<file path="config.mk">
export PLATFORM = sky130hd
export DESIGN_NAME = fusion_unit
export DESIGN_NICKNAME = d
export VERILOG_FILES = /design/src/rtl/fusion_pkg.sv /design/src/rtl/fusion_div.sv /design/src/rtl/fusion_unit.sv
export SDC_FILE = /design/constraint.sdc
export NUM_CORES = 2
export LEC_CHECK = 0
export BUFFER_PORTS_ARGS = -buffer_cell sky130_fd_sc_hd__buf_2
export CORE_MARGIN = 8
export CORE_UTILIZATION = 53
export DETAILED_ROUTE_END_ITERATION = 7
export PLACE_DENSITY = 0.83
export SYNTH_ARGS = -nofsm -noshare
export SYNTH_HDL_FRONTEND = slang
export SYNTH_SLANG_ARGS = --single-unit
</file>
<file path="constraint.sdc">
create_clock -name clk -period 23.7 [get_ports clk]
set_input_delay 1.185 -clock clk [delete_from_list [all_inputs] [get_ports clk]]
set_output_delay 1.185 -clock clk [all_outputs]
set_load 0.1 [all_outputs]
</file>
<file path="src/rtl/fusion_pkg.sv">
// Shared widths, FSM encoding and helpers for the two-sensor covariance fusion block.
// Latency: n/a (declarations only).
// Backpressure: n/a.
package fusion_pkg;

    localparam int DATA_W   = 16;            // state and covariance input width
    localparam int COV_W    = 32;            // fused variance output width
    localparam int NUM_CH   = 6;             // estimator channels
    localparam int DIV_ITER = 33;            // quotient bits produced per division
    localparam int DEN_W    = DATA_W + 1;    // P1+P2
    localparam int NUM_W    = 2 * DATA_W + 1;// P2*X1 + P1*X2
    localparam int CH_W     = 3;
    localparam int CNT_W    = 6;

    localparam logic [CH_W-1:0] CH_LAST = CH_W'(NUM_CH - 1);

    localparam logic signed [NUM_W-1:0] XF_MAX = 33'sd32767;
    localparam logic signed [NUM_W-1:0] XF_MIN = -33'sd32768;

    typedef enum logic [1:0] {
        IDLE = 2'd0,
        LOAD = 2'd1,
        DIV  = 2'd2
    } fsm_state_t;

    // Sign-extend a 16-bit operand so products are formed at full width.
    function automatic logic signed [2*DATA_W-1:0] sext_prod(input logic signed [DATA_W-1:0] v);
        return {{DATA_W{v[DATA_W-1]}}, v};
    endfunction

    // Clamp a fused-state quotient into the 16-bit signed output range.
    function automatic logic signed [DATA_W-1:0] sat_xf(input logic signed [NUM_W-1:0] v);
        logic signed [DATA_W-1:0] r;
        if (v > XF_MAX) begin
            r = 16'sh7fff;
        end else if (v < XF_MIN) begin
            r = 16'sh8000;
        end else begin
            r = v[DATA_W-1:0];
        end
        return r;
    endfunction

endpackage

</file>
<file path="src/rtl/fusion_div.sv">
// Signed restoring divider: 33-bit dividend / 17-bit divisor, quotient truncates toward zero.
// Latency: the start edge produces the first quotient bit; done is high after 33 edges total.
// Backpressure: none; a new start simply restarts the division.
//
// Ports: clk, rst (sync, active-high), start (load operands and do first step),
//        dividend/divisor (signed, sampled on start), quotient (signed, valid while done), done.
module fusion_div
    import fusion_pkg::*;
(
    input  logic                    clk,
    input  logic                    rst,
    input  logic                    start,
    input  logic signed [NUM_W-1:0] dividend,
    input  logic signed [DEN_W-1:0] divisor,
    output logic signed [NUM_W-1:0] quotient,
    output logic                    done
);

    // Dividend magnitude shifts out of the top of q_q while quotient bits shift in at the bottom.
    logic [NUM_W-1:0] q_q;
    logic [DEN_W:0]   rem_q;
    logic [DEN_W-1:0] dvs_q;
    logic             neg_q;
    logic [CNT_W-1:0] cnt_q;

    logic [NUM_W-1:0] dvd_mag;
    logic [DEN_W-1:0] dvs_mag;
    logic [NUM_W-1:0] q_in;
    logic [DEN_W:0]   rem_in;
    logic [DEN_W-1:0] dvs_in;
    logic [DEN_W:0]   rem_sh;
    logic [DEN_W+1:0] diff;
    logic             fits;
    logic             active;

    assign dvd_mag = dividend[NUM_W-1] ? $unsigned(-dividend) : $unsigned(dividend);
    assign dvs_mag = divisor[DEN_W-1]  ? $unsigned(-divisor)  : $unsigned(divisor);

    // On start the first step works directly on the incoming magnitudes, so the
    // 33 quotient bits land on the start edge plus the following 32 edges.
    always_comb begin
        q_in   = q_q;
        rem_in = rem_q;
        dvs_in = dvs_q;
        if (start) begin
            q_in   = dvd_mag;
            rem_in = '0;
            dvs_in = dvs_mag;
        end
        rem_sh = {rem_in[DEN_W-1:0], q_in[NUM_W-1]};
        diff   = {1'b0, rem_sh} - {2'b00, dvs_in};
        fits   = ~diff[DEN_W+1];
    end

    assign active = (cnt_q != '0) && (cnt_q < CNT_W'(DIV_ITER));

    always_ff @(posedge clk) begin
        if (rst) begin
            q_q   <= '0;
            rem_q <= '0;
            dvs_q <= '0;
            neg_q <= 1'b0;
            cnt_q <= '0;
        end else if (start || active) begin
            q_q   <= {q_in[NUM_W-2:0], fits};
            rem_q <= fits ? diff[DEN_W:0] : rem_sh;
            dvs_q <= dvs_in;
            cnt_q <= start ? CNT_W'(1) : cnt_q + CNT_W'(1);
            if (start) begin
                neg_q <= dividend[NUM_W-1] ^ divisor[DEN_W-1];
            end
        end
    end

    assign done     = (cnt_q == CNT_W'(DIV_ITER));
    assign quotient = neg_q ? -$signed(q_q) : $signed(q_q);

endmodule

</file>
<file path="src/rtl/fusion_unit.sv">
// Six-channel inverse-variance fusion: Xf=(P2*X1+P1*X2)/(P1+P2), Pf=P1*P2/(P1+P2).
// Latency: channel k written 34*(k+1) edges after acceptance; out_valid after edge +204.
// Backpressure: in_ready high only in IDLE; in_valid while busy is ignored (producer holds).
//
// Ports: clk, rst (sync, active-high), in_valid/in_ready handshake,
//        P1_*/P2_* diagonal covariances, X1_*/X2_* states (captured on acceptance),
//        X0f..X5f fused states, Pf1..Pf6 fused variances, out_valid one-cycle completion pulse.
module fusion_unit
    import fusion_pkg::*;
(
    input  logic                     clk,
    input  logic                     rst,
    input  logic                     in_valid,
    output logic                     in_ready,
    input  logic signed [DATA_W-1:0] P1_0,
    input  logic signed [DATA_W-1:0] P1_6,
    input  logic signed [DATA_W-1:0] P1_14,
    input  logic signed [DATA_W-1:0] P1_21,
    input  logic signed [DATA_W-1:0] P1_28,
    input  logic signed [DATA_W-1:0] P1_36,
    input  logic signed [DATA_W-1:0] P2_0,
    input  logic signed [DATA_W-1:0] P2_6,
    input  logic signed [DATA_W-1:0] P2_14,
    input  logic signed [DATA_W-1:0] P2_21,
    input  logic signed [DATA_W-1:0] P2_28,
    input  logic signed [DATA_W-1:0] P2_36,
    input  logic signed [DATA_W-1:0] X1_0,
    input  logic signed [DATA_W-1:0] X1_1,
    input  logic signed [DATA_W-1:0] X1_2,
    input  logic signed [DATA_W-1:0] X1_3,
    input  logic signed [DATA_W-1:0] X1_4,
    input  logic signed [DATA_W-1:0] X1_5,
    input  logic signed [DATA_W-1:0] X2_0,
    input  logic signed [DATA_W-1:0] X2_1,
    input  logic signed [DATA_W-1:0] X2_2,
    input  logic signed [DATA_W-1:0] X2_3,
    input  logic signed [DATA_W-1:0] X2_4,
    input  logic signed [DATA_W-1:0] X2_5,
    output logic signed [DATA_W-1:0] X0f,
    output logic signed [DATA_W-1:0] X1f,
    output logic signed [DATA_W-1:0] X2f,
    output logic signed [DATA_W-1:0] X3f,
    output logic signed [DATA_W-1:0] X4f,
    output logic signed [DATA_W-1:0] X5f,
    output logic signed [COV_W-1:0]  Pf1,
    output logic signed [COV_W-1:0]  Pf2,
    output logic signed [COV_W-1:0]  Pf3,
    output logic signed [COV_W-1:0]  Pf4,
    output logic signed [COV_W-1:0]  Pf5,
    output logic signed [COV_W-1:0]  Pf6,
    output logic                     out_valid
);

    fsm_state_t state_q;
    logic [CH_W-1:0] ch_q;

    // Captured input set, held for the whole run.
    logic signed [DATA_W-1:0] p1_q [NUM_CH];
    logic signed [DATA_W-1:0] p2_q [NUM_CH];
    logic signed [DATA_W-1:0] x1_q [NUM_CH];
    logic signed [DATA_W-1:0] x2_q [NUM_CH];

    logic signed [DATA_W-1:0] xf_q [NUM_CH];
    logic signed [COV_W-1:0]  pf_q [NUM_CH];

    // Per-channel state kept from LOAD for the zero-denominator fallback.
    logic             den_zero_q;
    logic [DEN_W-1:0] xsum_q;

    logic signed [DATA_W-1:0]  p1_c, p2_c, x1_c, x2_c;
    logic signed [DEN_W-1:0]   den_c;
    logic [DEN_W-1:0]          xsum_c;
    logic signed [2*DATA_W-1:0] p2x1_c, p1x2_c, p1p2_c;
    logic signed [NUM_W-1:0]   numx_c, nump_c;
    logic signed [NUM_W-1:0]   qx, qp;
    logic                      done_x, done_p, div_done;
    logic                      div_start;
    logic                      unused_bits;

    // Channel mux over the captured set.
    assign p1_c = p1_q[ch_q];
    assign p2_c = p2_q[ch_q];
    assign x1_c = x1_q[ch_q];
    assign x2_c = x2_q[ch_q];

    assign den_c  = $signed({p1_c[DATA_W-1], p1_c}) + $signed({p2_c[DATA_W-1], p2_c});
    assign xsum_c = {x1_c[DATA_W-1], x1_c} + {x2_c[DATA_W-1], x2_c};

    assign p2x1_c = sext_prod(p2_c) * sext_prod(x1_c);
    assign p1x2_c = sext_prod(p1_c) * sext_prod(x2_c);
    assign p1p2_c = sext_prod(p1_c) * sext_prod(p2_c);
    assign numx_c = $signed({p2x1_c[2*DATA_W-1], p2x1_c}) + $signed({p1x2_c[2*DATA_W-1], p1x2_c});
    assign nump_c = $signed({p1p2_c[2*DATA_W-1], p1p2_c});

    // Dividers latch their operands at the end of LOAD.
    assign div_start = (state_q == LOAD);

    fusion_div u_div_x (
        .clk      (clk),
        .rst      (rst),
        .start    (div_start),
        .dividend (numx_c),
        .divisor  (den_c),
        .quotient (qx),
        .done     (done_x)
    );

    fusion_div u_div_p (
        .clk      (clk),
        .rst      (rst),
        .start    (div_start),
        .dividend (nump_c),
        .divisor  (den_c),
        .quotient (qp),
        .done     (done_p)
    );

    assign div_done = done_x & done_p;

    // The Pf quotient magnitude never exceeds 2^30, so its top bit is redundant;
    // the shifted-out LSB of the zero-denominator sum is discarded by design.
    assign unused_bits = qp[NUM_W-1] ^ xsum_q[0];

    always_ff @(posedge clk) begin
        if (rst) begin
            state_q    <= IDLE;
            ch_q       <= '0;
            in_ready   <= 1'b1;
            out_valid  <= 1'b0;
            den_zero_q <= 1'b0;
            xsum_q     <= '0;
            for (int i = 0; i < NUM_CH; i++) begin
                xf_q[i] <= '0;
                pf_q[i] <= '0;
            end
        end else begin
            out_valid <= 1'b0;
            case (state_q)
                IDLE: begin
                    if (in_valid) begin
                        p1_q[0] <= P1_0;  p1_q[1] <= P1_6;  p1_q[2] <= P1_14;
                        p1_q[3] <= P1_21; p1_q[4] <= P1_28; p1_q[5] <= P1_36;
                        p2_q[0] <= P2_0;  p2_q[1] <= P2_6;  p2_q[2] <= P2_14;
                        p2_q[3] <= P2_21; p2_q[4] <= P2_28; p2_q[5] <= P2_36;
                        x1_q[0] <= X1_0;  x1_q[1] <= X1_1;  x1_q[2] <= X1_2;
                        x1_q[3] <= X1_3;  x1_q[4] <= X1_4;  x1_q[5] <= X1_5;
                        x2_q[0] <= X2_0;  x2_q[1] <= X2_1;  x2_q[2] <= X2_2;
                        x2_q[3] <= X2_3;  x2_q[4] <= X2_4;  x2_q[5] <= X2_5;
                        ch_q     <= '0;
                        in_ready <= 1'b0;
                        state_q  <= LOAD;
                    end
                end
                LOAD: begin
                    den_zero_q <= (den_c == '0);
                    xsum_q     <= xsum_c;
                    state_q    <= DIV;
                end
                DIV: begin
                    if (div_done) begin
                        if (den_zero_q) begin
                            // Arithmetic halving of the 17-bit sum; always fits 16 bits.
                            xf_q[ch_q] <= $signed(xsum_q[DEN_W-1:1]);
                            pf_q[ch_q] <= '0;
                        end else begin
                            xf_q[ch_q] <= sat_xf(qx);
                            pf_q[ch_q] <= qp[COV_W-1:0];
                        end
                        if (ch_q == CH_LAST) begin
                            ch_q      <= '0;
                            in_ready  <= 1'b1;
                            out_valid <= 1'b1;
                            state_q   <= IDLE;
                        end else begin
                            ch_q    <= ch_q + CH_W'(1);
                            state_q <= LOAD;
                        end
                    end
                end
                default: state_q <= IDLE;
            endcase
        end
    end

    assign X0f = xf_q[0];
    assign X1f = xf_q[1];
    assign X2f = xf_q[2];
    assign X3f = xf_q[3];
    assign X4f = xf_q[4];
    assign X5f = xf_q[5];
    assign Pf1 = pf_q[0];
    assign Pf2 = pf_q[1];
    assign Pf3 = pf_q[2];
    assign Pf4 = pf_q[3];
    assign Pf5 = pf_q[4];
    assign Pf6 = pf_q[5];

endmodule

</file>
==> results.txt <==
hold path depth - 1
clk buf depth - 3
critical hold path startpoint - u_div_p.dvs_q[2]
Fin. Hold Viols - 0
postcts setup bufs - 0
antenna violations before repair - 41
fillers - 9935
Placeable Area - 127200 um2
CTS tree - yes
layout cells sized above 1 - 14.78%
CP Capture Type - flop
crit path kind - reg2reg
CTS H-tree depth - 3
Worst path max stage delay - 1060 ps
height of the die - 373.3 um
die width - 373.3 um
Initial Util - 53.19%
Period Utilization, post-route - 65.07%
critical path startpoint category - flop
dominant cell type by area after synthesis - edfxtp_1
commonest cells in the netlist - inv_1 (1000), fa_1 (850), nor2_1 (850), nand2_1 (724), edfxtp_1 (672)
setup TNS - 0 ps
DRT antenna net count - 0
clk_lat worst skew - 710 ps
Mapped Cells - 6462
Post-synth EDFFs - 672
initial detailed-routing violation count - 5711
count leader, synth - inv_1
CTS root buf - clkbuf_16
Ports - 677
Max FO, Critical Path - 47
Max Freq - 64.85 MHz
num rows - 131
Area Growth Syn to Fin - 11.92%
final setup fails - 0
wirelength, routed - 205.8 mm
Mapped Area - 67650 um2
async set-reset flop share out of synthesis - 0%
Register-to-Register Setup Slack - 8280 ps
DR vias/cell - 5.873
vias - 51527
first-pass GRT wire length - 310.6 mm
sequential-to-total area share from yosys stat - 35.01%
worst r2r path cells - 45
Area contributors post-synth - edfxtp_1 (30%), fa_1 (25%), ha_1 (5.7%), inv_1 (5.5%), dfxtp_1 (5.2%)
Final nets - 8554
clk sink count - 847
GPL Wtd Cong - 0.9794
Fin Clk Skew - 43.82 ps
RSZ-0062 raised after global routing - no
syn_nets - 8009
gr usage total - 28.69%
max_slew headroom - 11.37%
area fraction of the dominant cell type after synthesis - 29.83%
Die Area - 139300 um2
hold buffers post-CTS - 0
Worst-path clk slew - 60 ps
hpwl dp - 153.7 mm
DRT Pass-1 Iters - 8
Post-Layout Cell Count - 8773
status - finished, final reports clean
vias in the first global route - 53139
Syn Area/Cell - 10.47 um2
min-delay worst type - reg2reg
post-CTS sizing - 0
DRC Markers - 0
FF+latch count, synth - 847
WL/cell - 23.46 um
Post-synth top flop - edfxtp_1
largest net degree at the start of global routing - 179
placed cells - 8584
cell mode on critical path - fa_1
Inserted Clock Buffers - 83
port bufs - 676
Slew Limit Fails - 0
Final min period - 15420 ps
worst path required time - 24280 ps
post-synth cell types - 90
slowest CP cell - xor2_1
Worst Tran Pin Value - 1325 ps
YS warnings - 0
RR Endpoint - u_div_x.rem_q[3]
Worst EP arrival - 16010 ps
hold endpoint - u_div_p.dvs_q[2]
total grt overflow - 0
max-cap viol count - 0
==> layer usage <==
metal	track usage, %	part of all wire, %	vias to the layer above
met4	16.22	6.5	10
met3	7.907	12	697
li1	-	-	22150
met2	46.91	47	3231
met5	0	0.029	-
met1	34.34	35	25439
==> per-stage QoR <==
step,instance area (um2),util (%),hold slack [ps],worst slack [ps]
after floorplan,67650,-,426.6,4889
after global placement,72710,57.17,433.9,8888
after detailed placement,72710,57.17,440.5,8669
after CTS,75610,59.44,454.7,8456
after global routing,75710,59.52,465.8,7327
final,75710,59.53,455.5,8279
==> cell usage in the layout (no fill, tap or decap), types with 32 or more instances in the layout <==
cell and n:
diode_2 42, ha_1 310, nand2_1 716, and2_1 80, inv_1 1001, clkbuf_16 84
a211oi_1 49, xor2_1 78, mux4_2 64, nand3_1 44, a21o_1 79, mux2i_1 88
a21oi_1 175, a311oi_1 32, buf_2 675, o21ai_0 155, nor3_1 83, fa_1 850
nor2_1 848, xnor2_1 161, buf_4 81, dfxtp_1 172, edfxtp_1 672
==> worst max path at each step <==
| stage | cells past startpoint | slack, ps | start | end |
|---|---|---|---|---|
| floorplan | 4 | 4890 | rst | p1_q[0][0] |
| global placement | 45 | 8890 | flop | u_div_x.rem_q[3] |
| detailed placement | 45 | 8670 | flop | u_div_x.rem_q[3] |
| CTS | 45 | 8460 | flop | u_div_x.rem_q[3] |
| global route | 45 | 7330 | flop | u_div_x.rem_q[3] |
| finish | 45 | 8280 | flop | u_div_x.rem_q[3] |
==> registers in the layout, summed over array words and instances (netlist names), named ones only <==
signal         flops
ch_q               3
state_q            2
u_div_p.cnt_q      6
u_div_x.q_q       33
u_div_x.cnt_q      6
p1_q              96
u_div_x.neg_q      1
u_div_p.neg_q      1
x2_q              96
den_zero_q         1
xsum_q            16
u_div_p.rem_q     17
p2_q              96
xf_q              96
u_div_p.dvs_q     17
out_valid          1
u_div_x.rem_q     17
pf_q             192
u_div_x.dvs_q     17
in_ready           1
u_div_p.q_q       33
x1_q              96
==> cell type report <==
type,count,area [um2],area share [%]
Multi-Input combinational cell,4283,39050,51.58
Inverter,1035,3885,5.131
Clock inverter,52,720.7,0.9519
Tap cell,1662,2079,2.747
Timing Repair Buffer,757,4006,5.291
Antenna cell,42,105.1,0.1388
Sequential cell,847,23690,31.29
Clock buffer,95,2173,2.870
==> cell families (layout without fill, tap and decap cells) <==
kind of cell    Yosys count  in the layout  share of synthesized area [%]
other cells               0             42                              0
buf+inv                1332           1939                          7.439
flops                   847            847                          35.01
compound gates          752            752                          7.674
xor+xnor                241            241                          3.120
simple gates           1972           1972                          12.34
mux                     158            158                          3.529
fa+ha+maj              1160           1160                          30.89
==> critical path, delay by kind of cell, from the launching register on <==
family / cells / cell delay [ps]
adders and majority gates: 11 / 5110
AOI/OAI and AO/OA: 15 / 3320
buffers and inverters: 9 / 2370
and+or+nand+nor: 8 / 1820
xor gates and xnor gates: 1 / 1060
DFF: 1 / 900
muxes: 1 / 600
Power is left out: the tool's default activity adds up to more than one toggle a clock period on the data nets, which glitch-free logic cannot reach.
